### config.mk
export PLATFORM = sky130hd
export DESIGN_NAME = div_ctrl
export DESIGN_NICKNAME = d
export VERILOG_FILES = /design/src/rtl/div_ctrl.sv
export SDC_FILE = /design/constraint.sdc
export NUM_CORES = 1
export LEC_CHECK = 0
export CAP_MARGIN = 20
export CORE_ASPECT_RATIO = 0.5
export CORE_UTILIZATION = 45
export DETAILED_ROUTE_END_ITERATION = 8
export MAX_ROUTING_LAYER = met4
export PLACE_DENSITY = 0.74
export SLEW_MARGIN = 15
export SYNTH_ARGS = -nofsm -noshare
export SYNTH_HDL_FRONTEND = slang
export SYNTH_SLANG_ARGS = --single-unit
### constraint.sdc
create_clock -name clk -period 4.5 [get_ports clk]
set_clock_uncertainty 0.1 [all_clocks]
set_input_delay 0.9 -clock clk [delete_from_list [all_inputs] [get_ports clk]]
set_output_delay 0.9 -clock clk [all_outputs]
set_load 0.01 [all_outputs]
### src/rtl/div_ctrl.sv
// Multi-cycle DIV/DIVU unit: 32-step restoring divider with a 3-state FSM and pipeline stall handshake.
// Optional macro DIV_ZERO_FAST_EN: zero divisor completes directly from IDLE to DONE.
module div_ctrl (
    input  logic        clk,
    input  logic        rst,
    input  logic        start,
    input  logic        signed_div,
    input  logic [31:0] opa,
    input  logic [31:0] opb,
    input  logic        annul,
    output logic        stall_o,
    output logic        ready,
    output logic [63:0] result
);

    localparam logic [1:0] IDLE = 2'd0;
    localparam logic [1:0] BUSY = 2'd1;
    localparam logic [1:0] DONE = 2'd2;

    logic [1:0]  state_q, state_d;
    logic [4:0]  cnt_q, cnt_d;
    logic [63:0] rem_q, rem_d;
    logic [31:0] dvsr_q, dvsr_d;
    logic        qneg_q, qneg_d;
    logic        rneg_q, rneg_d;
    logic [63:0] result_q, result_d;

    logic [31:0] opa_mag;
    logic [31:0] opb_mag;
    logic [32:0] trial;
    logic [63:0] step_rem;
    logic [31:0] quo_fin;
    logic [31:0] rmd_fin;
    logic        accept;

    assign accept  = (state_q == IDLE) && start && !annul;
    assign opa_mag = (signed_div && opa[31]) ? (32'd0 - opa) : opa;
    assign opb_mag = (signed_div && opb[31]) ? (32'd0 - opb) : opb;

    // Upper remainder stays below the divisor, so the shifted-out bit plus
    // the upper word always fits the 33-bit trial subtraction.
    assign trial    = rem_q[63:31] - {1'b0, dvsr_q};
    assign step_rem = trial[32] ? {rem_q[62:0], 1'b0}
                                : {trial[31:0], rem_q[30:0], 1'b1};

    assign quo_fin = qneg_q ? (32'd0 - step_rem[31:0])  : step_rem[31:0];
    assign rmd_fin = rneg_q ? (32'd0 - step_rem[63:32]) : step_rem[63:32];

`ifdef DIV_ZERO_FAST_EN
    logic [63:0] zero_res;
    assign zero_res = {opa, (signed_div && opa[31]) ? 32'h0000_0001 : 32'hFFFF_FFFF};
`endif

    always_comb begin
        state_d  = state_q;
        cnt_d    = cnt_q;
        rem_d    = rem_q;
        dvsr_d   = dvsr_q;
        qneg_d   = qneg_q;
        rneg_d   = rneg_q;
        result_d = result_q;
        case (state_q)
            IDLE: begin
                if (accept) begin
                    dvsr_d  = opb_mag;
                    rem_d   = {32'd0, opa_mag};
                    qneg_d  = signed_div && (opa[31] ^ opb[31]);
                    rneg_d  = signed_div && opa[31];
                    cnt_d   = 5'd0;
                    state_d = BUSY;
`ifdef DIV_ZERO_FAST_EN
                    if (opb == 32'd0) begin
                        state_d  = DONE;
                        result_d = zero_res;
                    end
`endif
                end
            end
            BUSY: begin
                if (annul) begin
                    state_d = IDLE;
                end else begin
                    rem_d = step_rem;
                    cnt_d = cnt_q + 5'd1;
                    if (cnt_q == 5'd31) begin
                        state_d  = DONE;
                        result_d = {rmd_fin, quo_fin};
                    end
                end
            end
            DONE: begin
                state_d = IDLE;
            end
            default: begin
                state_d = IDLE;
            end
        endcase
    end

    always_ff @(posedge clk) begin
        if (rst) begin
            state_q  <= IDLE;
            cnt_q    <= 5'd0;
            rem_q    <= '0;
            dvsr_q   <= '0;
            qneg_q   <= 1'b0;
            rneg_q   <= 1'b0;
            result_q <= '0;
        end else begin
            state_q  <= state_d;
            cnt_q    <= cnt_d;
            rem_q    <= rem_d;
            dvsr_q   <= dvsr_d;
            qneg_q   <= qneg_d;
            rneg_q   <= rneg_d;
            result_q <= result_d;
        end
    end

    assign stall_o = accept || (state_q == BUSY);
    assign ready   = (state_q == DONE);
    assign result  = result_q;

endmodule

==> flow_summary_export.csv <==
group,metric,value,unit
power_and_ir_drop,leakage,5.312,nW
clocking,clockBufferDepth,2,
grt,grt_pass1_wl,55910,µm
layout,diodes,0,
die,design.die.area,26620,µm²
grt,overflow,0,
timing,min_period,4.337,ns
timing,tightest_slew,0.7114,ns
synth,netlist_area,11670,µm²
grt,grt_pass1_vias,10550,
timing,setup_viol,0,
synth,synth-xor-area-share,0.09007,
timing,slew_headroom,0.5213,
critical_path,critPathLaunchType,"register",
place,io_buffers,134,
timing,slew_violations,0,
layout,seq_area,3387,µm²
critical_path,crit_path_end_kind,"register",
synth,synth-edff-count,0,
synth,synthTopCellsByArea,"dfxtp_1, nor2_1, a21oi_1",
grt,grt_start_max_net_pins,67,
synth,synth_top_area_share,0.2899,
die,floorplan.io_pins,135,
detailed_routing,dr.pass1.iters,5,
power_and_ir_drop,vdd_drop_max,0.1894,mV
synth,yosysSeqAreaShare,0.2899,
grt,antenna_found_initial,0,
layout,final_layout_size_suffix_gt1_frac,0.09546,
detailed_routing,wl_per_cell,17.25,µm
detailed_routing,drt_iter0_drc,904,
die,die_y,115.9,µm
synth,synth_compound_area_frac,0.2731,
synth,yosys.area.top_type,"dfxtp_1",
synth,synth_nets,1667,
die,initial_core_util,0.4605,
timing,timing.final.ws_setup,0.1633,ns
synth,yosys.area_share.adder,0.04246,
place,dpl.hpwl,26080,µm
synth,synthArstFlopShare,0,
place,place_area,13560,µm²
die,num_rows,41,
timing,holdWs,0.3503,ns
synth,synth_top_family_by_area,"compound AO/OA/AOI/OAI gates",
job,max_cap_violations,0,
clocking,clkLatencyLatePin,0.46,ns
grt,grt_usage,0.2718,
power_and_ir_drop,powerDensity,284.7,nW/µm²
detailed_routing,drt-total-wl,35200,µm
critical_path,critPathMaxStageDelay,0.49,ns
synth,yosys_register_bits,169,
detailed_routing,vias_per_cell,5.826,
timing,fmax,230.6,MHz
outcome,status,"complete, no violations",
critical_path,slowest_stage,"or4_1",
detailed_routing,drcViolationCount,0,
critical_path,cp_common_cell,"inv_2",
critical_path,crit_required,4.78,ns
clocking,cts_sinks,169,
clocking,cts_root_buf,"clkbuf_16",
synth,netlist_instances,1559,
layout,fin_area,14270,µm²
synth,synth-warning-count,0,
timing,finalCritPeriodShare,0.9637,
die,die_x,229.7,µm
critical_path,path_delay_family,"compound AO/OA/AOI/OAI gates",
clocking,hold_buffers,0,
min_path,hold_class,"reg2reg",
synth,synth-simple-area-share,0.2311,
layout,fillers,2440,
critical_path,critPathBufInv,3,
place,pre_cts_slack,-0.02002,ns
clocking,path_clk_slew,0.07,ns
layout,multi_input_area,7775,µm²
place,gp_congestion,1.007,
critical_path,arrival,4.62,ns
critical_path,cp_cell_sequence,"inv_2 -> ha_4 -> inv_1 -> fa_2 -> a21o_1 -> a221o_1 -> a22oi_4 -> a211oi_4 -> o21a_4 -> nor2_4 -> mux2i_2 -> ha_2 -> inv_2 -> nor2_2 -> nand4b_1 -> o31ai_4 -> nand3b_1 -> or4_1 -> a31oi_1",
clocking,cts_tree,"built",
clocking,cts_max_level,4,
power_and_ir_drop,power.total,4.062,mW
layout,syn_to_final_growth,22.29,%
layout,final_util,0.5631,
timing,hold_viol,0,
clocking,cts_buffers,17,
synth,synthDistinctLibCells,89,
detailed_routing,via_count,11890,
critical_path,crit_fanout,4,
synth,avgSynthCellArea,7.485,µm²
layout,final_nets,1792,
synth,synth.area.mux_share,0.02241,
synth,yosys_most_used_dff,"dfxtp_1",
detailed_routing,ant_nets,0,
critical_path,path_class,"reg2reg",
die,core-area,25340,µm²
==> cell usage in the layout, fill, tap and decap left out, types with 16 or more instances in the layout <==
master / instances
xnor2_1: 49
clkbuf_16: 17
ha_1: 36
xor2_1: 71
buf_4: 69
nor3_1: 20
dfxtp_1: 168
clkdlybuf4s50_1: 133
o31ai_1: 23
a21o_1: 16
nand3_1: 24
or3_1: 29
o21ai_0: 75
nand2_1: 173
a22oi_1: 24
a211oi_1: 82
a21oi_1: 136
inv_1: 47
nor2_1: 214
==> cells by family (layout without fill, tap and decap cells) <==
kind of cell               Yosys count  count (layout)
and+or+nand+nor                    581             581
AOI/OAI and AO/OA                  476             476
DFF                                169             169
buffers and inverters              149             287
xor gates and xnor gates           120             120
adders and majority gates           39              39
muxes                               25              25
==> synthesized netlist by cell type, drive strengths merged (4+ instances only) <==
| cell type | instances |
|---|---|
| nor2 | 218 |
| nand2 | 173 |
| dfxtp | 169 |
| a21oi | 138 |
| o21ai | 92 |
| a211oi | 85 |
| clkbuf | 75 |
| xor2 | 71 |
| inv | 50 |
| xnor2 | 49 |
| ha | 38 |
| or3 | 29 |
| o31ai | 27 |
| a22oi | 25 |
| buf | 24 |
| nand3 | 24 |
| nor3 | 22 |
| a21o | 16 |
| mux2i | 16 |
| a31oi | 15 |
| nand4 | 14 |
| nor2b | 14 |
| o41ai | 14 |
| or4 | 14 |
| and3 | 13 |
| or2 | 13 |
| nor4 | 12 |
| mux2 | 9 |
| a311oi | 8 |
| and2 | 8 |
| nand3b | 8 |
| o211ai | 8 |
| a41oi | 6 |
| o21a | 6 |
| o2111ai | 5 |
| o31a | 5 |
| a21boi | 4 |
| and4 | 4 |
| nand2b | 4 |
==> what timing repair did <==
item,CTS,global route
buffers inserted,0,7
pin swaps,0,13
setup endpoints to repair,1,15
resized for setup,1,17
==> state kept, by name (all words and copies together), names as in the netlist <==
signal / flops
cnt_q: 5
dvsr_q: 32
qneg_q: 1
rem_q: 64
result: 64
rneg_q: 1
state_q: 2
==> layer usage <==
layer  GRT usage  routed length (µm)  up-vias
li1            -                   -     5882
met1      0.3586               16710     5606
met2      0.4230               15600      354
met3     0.04675                2145       48
met4     0.08962                 741        0
met5           -                   0        -
==> final cells by class <==
class | count | area share
repair buffers | 205 | 0.1338
clock buffers | 18 | 0.03078
well taps | 344 | 0.03016
flip-flops and latches | 169 | 0.2374
clock inverters | 14 | 0.009908
inverters | 50 | 0.01315
multi-input cells | 1241 | 0.5449
==> worst register-to-register path, cell delays in order (launching register included) <==
cell and delay, ns:
dfxtp_4 0.34, inv_2 0.07, ha_4 0.12, inv_1 0.05, fa_2 0.36, a21o_1 0.22
a221o_1 0.35, a22oi_4 0.20, a211oi_4 0.13, o21a_4 0.23, nor2_4 0.15, mux2i_2 0.28
ha_2 0.28, inv_2 0.06, nor2_2 0.08, nand4b_1 0.16, o31ai_4 0.32, nand3b_1 0.16
or4_1 0.49, a31oi_1 0.13
==> through the flow <==
| step | instances | TNS [ns] |
|---|---|---|
| detailed placement | 2002 | -0.02987 |
| global route | 2041 | -0.06082 |
| floorplan | 1559 | 0 |
| finish | 2041 | 0 |
| global placement | 2002 | 0 |
| CTS | 2034 | 0 |
==> path summary, 6_finish.rpt <==
check | cells after the start | end | slack (ns) | startpoint
worst min-delay path | 2 | result[44]$_SDFFE_PP0P_ | 0.35 | result[44]$_SDFFE_PP0P_
worst max register to register | 19 | result[62]$_SDFFE_PP0P_ | 0.16 | rem_q[31]$_SDFFE_PP0P_
worst min register to register | 2 | result[44]$_SDFFE_PP0P_ | 0.35 | result[44]$_SDFFE_PP0P_
worst max-delay path | 19 | result[62]$_SDFFE_PP0P_ | 0.16 | rem_q[31]$_SDFFE_PP0P_
==> power breakdown <==
group          internal [mW]  switching [mW]
logic                  0.402           0.589
registers               1.54          0.0457
clock network          0.788           0.697
total                   2.73            1.33
(Power assumes the default switching activity.)
